--- config.mk ---
export PLATFORM = sky130hd
export DESIGN_NAME = ccd_clock_sequencer_flat
export DESIGN_NICKNAME = d
export VERILOG_FILES = /design/src/rtl/ccd_clock_sequencer_if.sv /design/src/rtl/ccd_clock_sequencer.sv /design/src/flat_wrapper.sv
export SDC_FILE = /design/constraint.sdc
export NUM_CORES = 1
export LEC_CHECK = 0
export CAP_MARGIN = 20
export CELL_PAD_IN_SITES_DETAIL_PLACEMENT = 0
export CELL_PAD_IN_SITES_GLOBAL_PLACEMENT = 1
export CORE_MARGIN = 1
export CORE_UTILIZATION = 45
export DETAILED_ROUTE_END_ITERATION = 12
export HOLD_SLACK_MARGIN = 0.15
export PLACE_DENSITY_LB_ADDON = 0.15
export SLEW_MARGIN = 20
export SYNTH_ARGS = -nofsm -noshare
export SYNTH_HDL_FRONTEND = slang
export SYNTH_SLANG_ARGS = --single-unit
export TNS_END_PERCENT = 5
--- constraint.sdc ---
create_clock -name i_clk -period 4.2 [get_ports i_clk]
set_clock_uncertainty 0.15 [all_clocks]
set_input_delay 0.42 -clock i_clk [delete_from_list [all_inputs] [get_ports i_clk]]
set_output_delay 0.42 -clock i_clk [all_outputs]
set_load 0.05 [all_outputs]
--- src/rtl/ccd_clock_sequencer_if.sv ---
// ccd_clock_sequencer_if
//   Control/status bundle between a line controller and the CCD clock
//   sequencer.
//   master : drives i_enable / i_start / i_continuous, observes the clocks.
//   slave  : the sequencer; consumes the controls, drives the o_* levels.
//   PIX_W  : width of o_pixel_idx; must match the sequencer's PIX_W.
interface ccd_clock_sequencer_if #(
  parameter int PIX_W = 4
);
  logic             i_enable;
  logic             i_start;
  logic             i_continuous;
  logic             o_phi_l1;
  logic             o_phi_l2;
  logic             o_phi_p;
  logic             o_busy;
  logic             o_line_done;
  logic [PIX_W-1:0] o_pixel_idx;

  modport master (
    output i_enable, i_start, i_continuous,
    input  o_phi_l1, o_phi_l2, o_phi_p, o_busy, o_line_done, o_pixel_idx
  );

  modport slave (
    input  i_enable, i_start, i_continuous,
    output o_phi_l1, o_phi_l2, o_phi_p, o_busy, o_line_done, o_pixel_idx
  );
endinterface

--- src/rtl/ccd_clock_sequencer.sv ---
// ccd_clock_sequencer
//   Line-sequencing FSM producing the CCD readout clocks: transfer pulse
//   phi_p framed by guard intervals, then N_PIXELS two-phase shift periods
//   on phi_l1/phi_l2. Every output comes straight from a flop.
//   i_clk, i_rst_n : system clock, async active-low reset
//   bus (slave)    : i_enable, i_start, i_continuous in;
//                    o_phi_l1, o_phi_l2, o_phi_p, o_busy, o_line_done,
//                    o_pixel_idx out
module ccd_clock_sequencer #(
  parameter int CLK_DIV  = 2,
  parameter int N_PIXELS = 8,
  parameter int T_PULSE  = 4,
  parameter int T_GUARD  = 2,
  parameter int PIX_W    = $clog2(N_PIXELS+1)
) (
  input  logic                  i_clk,
  input  logic                  i_rst_n,
  ccd_clock_sequencer_if.slave  bus
);

  localparam int CMAX0 = (CLK_DIV > T_PULSE) ? CLK_DIV : T_PULSE;
  localparam int CMAX  = (CMAX0 > T_GUARD) ? CMAX0 : T_GUARD;
  localparam int CW    = $clog2(CMAX+1);
  localparam int HW    = $clog2(2*N_PIXELS+1);

  localparam logic [CW-1:0] DIV_TC  = CW'(CLK_DIV-1);
  localparam logic [CW-1:0] PUL_TC  = CW'(T_PULSE-1);
  localparam logic [CW-1:0] GRD_TC  = CW'(T_GUARD-1);
  localparam logic [HW-1:0] HALF_TC = HW'(2*N_PIXELS-1);

  typedef enum logic [2:0] {S_IDLE, S_PRE, S_XFER, S_POST, S_SHIFT} state_t;

  state_t           state_q, state_nx;
  logic [CW-1:0]    cnt_q, cnt_nx;     // clocks spent in state / half-period
  logic [HW-1:0]    half_q, half_nx;   // shift half-period index
  logic [PIX_W-1:0] pix_q, pix_nx;
  logic             l1_q, l1_nx, l2_q, l2_nx, p_q, p_nx;
  logic             busy_q, done_q, done_nx;

  always_ff @(posedge i_clk or negedge i_rst_n) begin
    if (!i_rst_n) begin
      state_q <= S_IDLE;
      cnt_q   <= '0;
      half_q  <= '0;
      pix_q   <= '0;
      l1_q    <= 1'b1;
      l2_q    <= 1'b0;
      p_q     <= 1'b0;
      busy_q  <= 1'b0;
      done_q  <= 1'b0;
    end else begin
      state_q <= state_nx;
      cnt_q   <= cnt_nx;
      half_q  <= half_nx;
      pix_q   <= pix_nx;
      l1_q    <= l1_nx;
      l2_q    <= l2_nx;
      p_q     <= p_nx;
      busy_q  <= (state_nx != S_IDLE);
      done_q  <= done_nx;
    end
  end

  // Output levels are computed for the *next* state so they land in flops
  // on the same edge as the state change.
  always_comb begin
    state_nx = state_q;
    cnt_nx   = cnt_q + 1'b1;
    half_nx  = half_q;
    pix_nx   = pix_q;
    l1_nx    = 1'b1;
    l2_nx    = 1'b0;
    p_nx     = 1'b0;
    done_nx  = 1'b0;
    if (!bus.i_enable) begin
      // Abort: idle levels, no line_done, pixel index frozen.
      state_nx = S_IDLE;
      cnt_nx   = '0;
    end else begin
      case (state_q)
        S_IDLE: begin
          cnt_nx = '0;
          if (bus.i_start) begin
            state_nx = S_PRE;
            pix_nx   = '0;
          end
        end
        S_PRE: begin
          if (cnt_q == GRD_TC) begin
            state_nx = S_XFER;
            cnt_nx   = '0;
            p_nx     = 1'b1;
          end
        end
        S_XFER: begin
          p_nx = 1'b1;
          if (cnt_q == PUL_TC) begin
            state_nx = S_POST;
            cnt_nx   = '0;
            p_nx     = 1'b0;
          end
        end
        S_POST: begin
          if (cnt_q == GRD_TC) begin
            // First shift half-period: phi_l2 rises, pixel 1 begins.
            state_nx = S_SHIFT;
            cnt_nx   = '0;
            half_nx  = '0;
            l1_nx    = 1'b0;
            l2_nx    = 1'b1;
            pix_nx   = pix_q + 1'b1;
          end
        end
        S_SHIFT: begin
          l1_nx = l1_q;
          l2_nx = l2_q;
          if (cnt_q == DIV_TC) begin
            cnt_nx = '0;
            if (half_q == HALF_TC) begin
              // Last half-period was phi_l2 low, so levels are already idle.
              done_nx = 1'b1;
              l1_nx   = 1'b1;
              l2_nx   = 1'b0;
              if (bus.i_continuous) begin
                state_nx = S_PRE;
                pix_nx   = '0;
              end else begin
                state_nx = S_IDLE;
              end
            end else begin
              half_nx = half_q + 1'b1;
              l1_nx   = ~l1_q;
              l2_nx   = ~l2_q;
              if (!l2_q) pix_nx = pix_q + 1'b1;
            end
          end
        end
        default: begin
          state_nx = S_IDLE;
          cnt_nx   = '0;
        end
      endcase
    end
  end

  assign bus.o_phi_l1    = l1_q;
  assign bus.o_phi_l2    = l2_q;
  assign bus.o_phi_p     = p_q;
  assign bus.o_busy      = busy_q;
  assign bus.o_line_done = done_q;
  assign bus.o_pixel_idx = pix_q;

endmodule

--- src/flat_wrapper.sv ---
// flat-port wrapper written by rule: the top's interface ports become plain ports
module ccd_clock_sequencer_flat 
#(
  parameter int CLK_DIV  = 2,
  parameter int N_PIXELS = 8,
  parameter int T_PULSE  = 4,
  parameter int T_GUARD  = 2,
  parameter int PIX_W    = $clog2(N_PIXELS+1)
)
  (i_clk, i_rst_n, bus_i_enable, bus_i_start, bus_i_continuous, bus_o_phi_l1, bus_o_phi_l2, bus_o_phi_p, bus_o_busy, bus_o_line_done, bus_o_pixel_idx);
  ccd_clock_sequencer_if #(.PIX_W(PIX_W)) bus_i ();
  input  logic i_clk;
  input  logic i_rst_n;
  input wire logic [$bits(bus_i.i_enable)-1:0] bus_i_enable;
  input wire logic [$bits(bus_i.i_start)-1:0] bus_i_start;
  input wire logic [$bits(bus_i.i_continuous)-1:0] bus_i_continuous;
  output wire logic [$bits(bus_i.o_phi_l1)-1:0] bus_o_phi_l1;
  output wire logic [$bits(bus_i.o_phi_l2)-1:0] bus_o_phi_l2;
  output wire logic [$bits(bus_i.o_phi_p)-1:0] bus_o_phi_p;
  output wire logic [$bits(bus_i.o_busy)-1:0] bus_o_busy;
  output wire logic [$bits(bus_i.o_line_done)-1:0] bus_o_line_done;
  output wire logic [$bits(bus_i.o_pixel_idx)-1:0] bus_o_pixel_idx;
  assign bus_i.i_enable = bus_i_enable;
  assign bus_i.i_start = bus_i_start;
  assign bus_i.i_continuous = bus_i_continuous;
  assign bus_o_phi_l1 = bus_i.o_phi_l1;
  assign bus_o_phi_l2 = bus_i.o_phi_l2;
  assign bus_o_phi_p = bus_i.o_phi_p;
  assign bus_o_busy = bus_i.o_busy;
  assign bus_o_line_done = bus_i.o_line_done;
  assign bus_o_pixel_idx = bus_i.o_pixel_idx;
  ccd_clock_sequencer #(.CLK_DIV(CLK_DIV), .N_PIXELS(N_PIXELS), .T_PULSE(T_PULSE), .T_GUARD(T_GUARD), .PIX_W(PIX_W)) u_core (.i_clk(i_clk), .i_rst_n(i_rst_n), .bus(bus_i));
endmodule
==> summary.md <==
| Metric | Value |
|---|---|
| Outcome | `finished, final reports clean` |
| Worst R2R Setup Slack | `1.68 ns` |
| Max-cap viol count | `0` |
| Cell taking the most area after synthesis | `dfrtp_1` |
| Setup violators final | `0` |
| Hold Violations, Final | `0` |
| DR pass1 iterations | `4` |
| WHS Path Cells | `1` |
| Die Y-Extent | `54.0 um` |
| Number of remaining DRC errors | `0` |
| Critical path data arrival time | `2.59 ns` |
| Share of cells above drive strength 1 | `8.76%` |
| Worst-Skew Late Latency | `0.30 ns` |
| Asr flop ratio synth | `100%` |
| First-pass GRT wire length | `3.97 mm` |
| Largest cells by area after synthesis | `dfrtp_1 39%, ha_1 8.2%, nor2_1 3.7%` |
| Area growth syn-to-layout | `14.0%` |
| Unrepaired setup endpoints after global routing | `no` |
| Vias in the first global route | `882` |
| DP Wirelength | `1.71 mm` |
| CP startpoint kind | `flip-flop` |
| Max-slew violation count | `0` |
| Wirelength per Cell | `14.3 um` |
| WS Path Type | `flip-flop to flip-flop` |
| CP Data Required Time | `4.27 ns` |
| Slew Limit Headroom | `38.6%` |
| Total internal power | `251 uW` |
| CTS Sinks | `20` |
| Width of the die | `54.0 um` |
| Synth warn | `0` |
| Hold Path Class | `flip-flop to flip-flop` |
| Ports | `14` |
| Sequential share of power | `59.5%` |
| CTS Buffer Depth | `2` |
| Power, Total | `342 uW` |
| I/O Buffers | `13` |
| Clk slew on worst S/H paths | `0.11 ns` |
| LEAKAGE | `0.000614 uW` |
| Syn Nets | `138` |
| Dominant synthesized flop cell | `dfrtp_1` |
| Worst Hold End | `u_core.cnt_q[0]` |
| Area share of the largest cell type after synthesis | `39.1%` |
| Cells after synthesis | `125` |
| CTS tree | `done` |
| Via density | `5.74` |
| TNS Setup | `0 ns` |
| Post-Route Utilization | `55.0%` |
| Synth Area in Simple Gates | `24.1%` |
| GPL Wtd Cong | `0.801` |
| Critical R2R Launch | `u_core.half_q[0]` |
| Largest family of logic cells by synthesized area | `simple AND/OR/NAND/NOR gates` |
| DIE AREA | `0.00291 mm2` |
| Worst Max-Slew Pin Slew | `0.918 ns` |
| GRT Total Usage | `19.2%` |
| Core footprint | `0.00252 mm2` |
| Post-Synth Adder-Cell Area | `8.23%` |
| Maximum VDD drop | `0.000146 V` |
| Post-DRT Antenna Nets | `0` |
| Switching power | `91.1 uW` |
| Mean Syn Cell Area | `9.73 um2` |
| Filler instances | `229` |
| Comb power frac | `12.3%` |
| Synth cell count leaders | `19 x dfrtp_1, 12 x nor2_1, 8 x a21oi_1, 8 x ha_1, 8 x o21ai_0` |
| Max Fclk | `0.396 GHz` |
| Antenna fix cells | `0` |
| Post-synthesis mux area share | `3.40%` |
| Inst Count DP | `163` |
| Seq/Total Area, Yosys | `41.3%` |
| Post-CTS setup buffer count | `0` |
| Initial antenna violation count | `0` |
| Post-synthesis compound-gate area fraction | `18.5%` |
| Post-layout min period | `2.52 ns` |
| Worst reg2reg path depth | `7` |
| Cell chosen for the clock root | `clkbuf_4` |
| Post-Synth XOR/XNOR Area | `0.720%` |
| Post-CTS sizing | `0` |
| Row Count | `18` |
| Switch share | `26.6%` |
| Vias | `958` |
| Hold Startpoint | `u_core.cnt_q[0]` |
| Clock power share | `28.3%` |
| Drt first-iter violations | `14` |
| Final period utilization | `60.1%` |
| Maximum fanout along the worst path | `8` |
| Largest net degree at the start of global routing | `21` |
| Number of CTS-inserted buffers | `3` |
| Count leader, synth | `dfrtp_1` |
| CP Capture Type | `flip-flop` |
| Synthesized area | `0.00122 mm2` |
| Cts hold-fix bufs | `0` |
| Fin Hold WS | `0.327 ns` |
| Reg-to-reg endpoint | `u_core.half_q[3]` |
| Initial Util | `48.2%` |
| Library cells used by synthesis | `44` |
| Layout net count | `151` |
| Pwr dens | `247 mW/mm2` |
| GRT Residual Overflow | `0` |
| WL final | `2.40 mm` |
| Non-filler instance count after layout | `167` |
| EDFF count, synth | `0` |
| #FFs+latches synth | `20` |
| H-tree depth | `1` |
## metrics by stage
step	setup WS [ns]	cell area, um2
6_report	1.68	1390
5_1_grt	1.54	1390
4_1_cts	1.71	1390
2_1_floorplan	1.99	1220
3_3_place_gp	1.82	1360
3_5_place_dp	1.76	1360
## power groups by stage
stage	combinational [uW]	sequential [uW]	clock, uW
2_1_floorplan	23.9	209	0
3_3_place_gp	41.7	207	0
3_5_place_dp	42.2	207	0
4_1_cts	42.3	203	101
5_1_grt	46.8	204	107
6_report	42.0	203	96.6
## layout make-up
cell class                 instances  area (um2)  share of cell area (%)
sequential                        20         502                    36.2
timing repair buffer              13         130                    9.39
multi-input combinational         94         668                    48.2
tap                               30        37.5                    2.71
inverter                           6        22.5                    1.62
clock buffer                       4        26.3                    1.90
## worst max-delay path by stage
stage | startpoint | endpoint | slack [ns] | cells after the start
final | u_core.half_q[0] | u_core.half_q[3] | 1.68 | 7
after floorplan | u_core.half_q[0] | u_core.half_q[3] | 1.99 | 7
after CTS | u_core.half_q[0] | u_core.half_q[3] | 1.71 | 7
after global routing | u_core.half_q[0] | u_core.half_q[0] | 1.54 | 7
after detailed placement | u_core.half_q[0] | u_core.half_q[3] | 1.76 | 7
after global placement | u_core.half_q[0] | u_core.half_q[3] | 1.82 | 7
## layout by cell type (no fill, tap or decap), types with 2 or more instances in the layout
cell             instances
mux2_4                   2
a21oi_1                  8
nand3b_1                 2
ha_1                     8
o211ai_1                 2
clkbuf_4                 3
inv_1                    6
o41ai_1                  2
nand3_1                  2
nand2_1                  7
dfrtp_1                 19
and3b_1                  2
o21ai_1                  2
and3_1                   2
or3b_1                   2
nand2b_1                 5
clkdlybuf4s50_1         13
nor2_1                  12
o31ai_1                  3
o21ai_0                  8
nor2b_1                  3
## worst max-delay path, stage by stage (launching register included)
cell and delay, ns:
dfrtp_1 0.43, ha_1 0.24, and3_1 0.21, ha_1 0.22, nor4b_1 0.37, o211ai_1 0.29
or2_1 0.36, o31ai_1 0.19
## logic make-up (layout without fill, tap and decap cells)
family                   count (synthesis)  count (layout)
adder cells (fa/ha/maj)                  8               8
buffers and inverters                   11              23
AND/OR/NAND/NOR                         48              48
flip-flops                              20              20
XOR/XNOR                                 1               1
AO/OA/AOI/OAI                           34              34
multiplexers                             3               3
## routing by layer
metal	wire length [um]	up-vias	global-route usage (%)
met5	0	-	0
met4	14	0	3.85
met3	90	2	5.93
met2	1120	13	32.1
met1	1170	468	24.4
li1	-	475	-
## state kept, by name, summed over array words and instances (netlist names)
name and count:
u_core.half_q 5, u_core.bus.o_pixel_idx 4, u_core.cnt_q 3, u_core.state_q 3
u_core.bus.o_busy 1, u_core.bus.o_line_done 1, u_core.bus.o_phi_l1 1, u_core.bus.o_phi_l2 1
u_core.bus.o_phi_p 1
No activity file was read; power rests on OpenSTA's default activity.
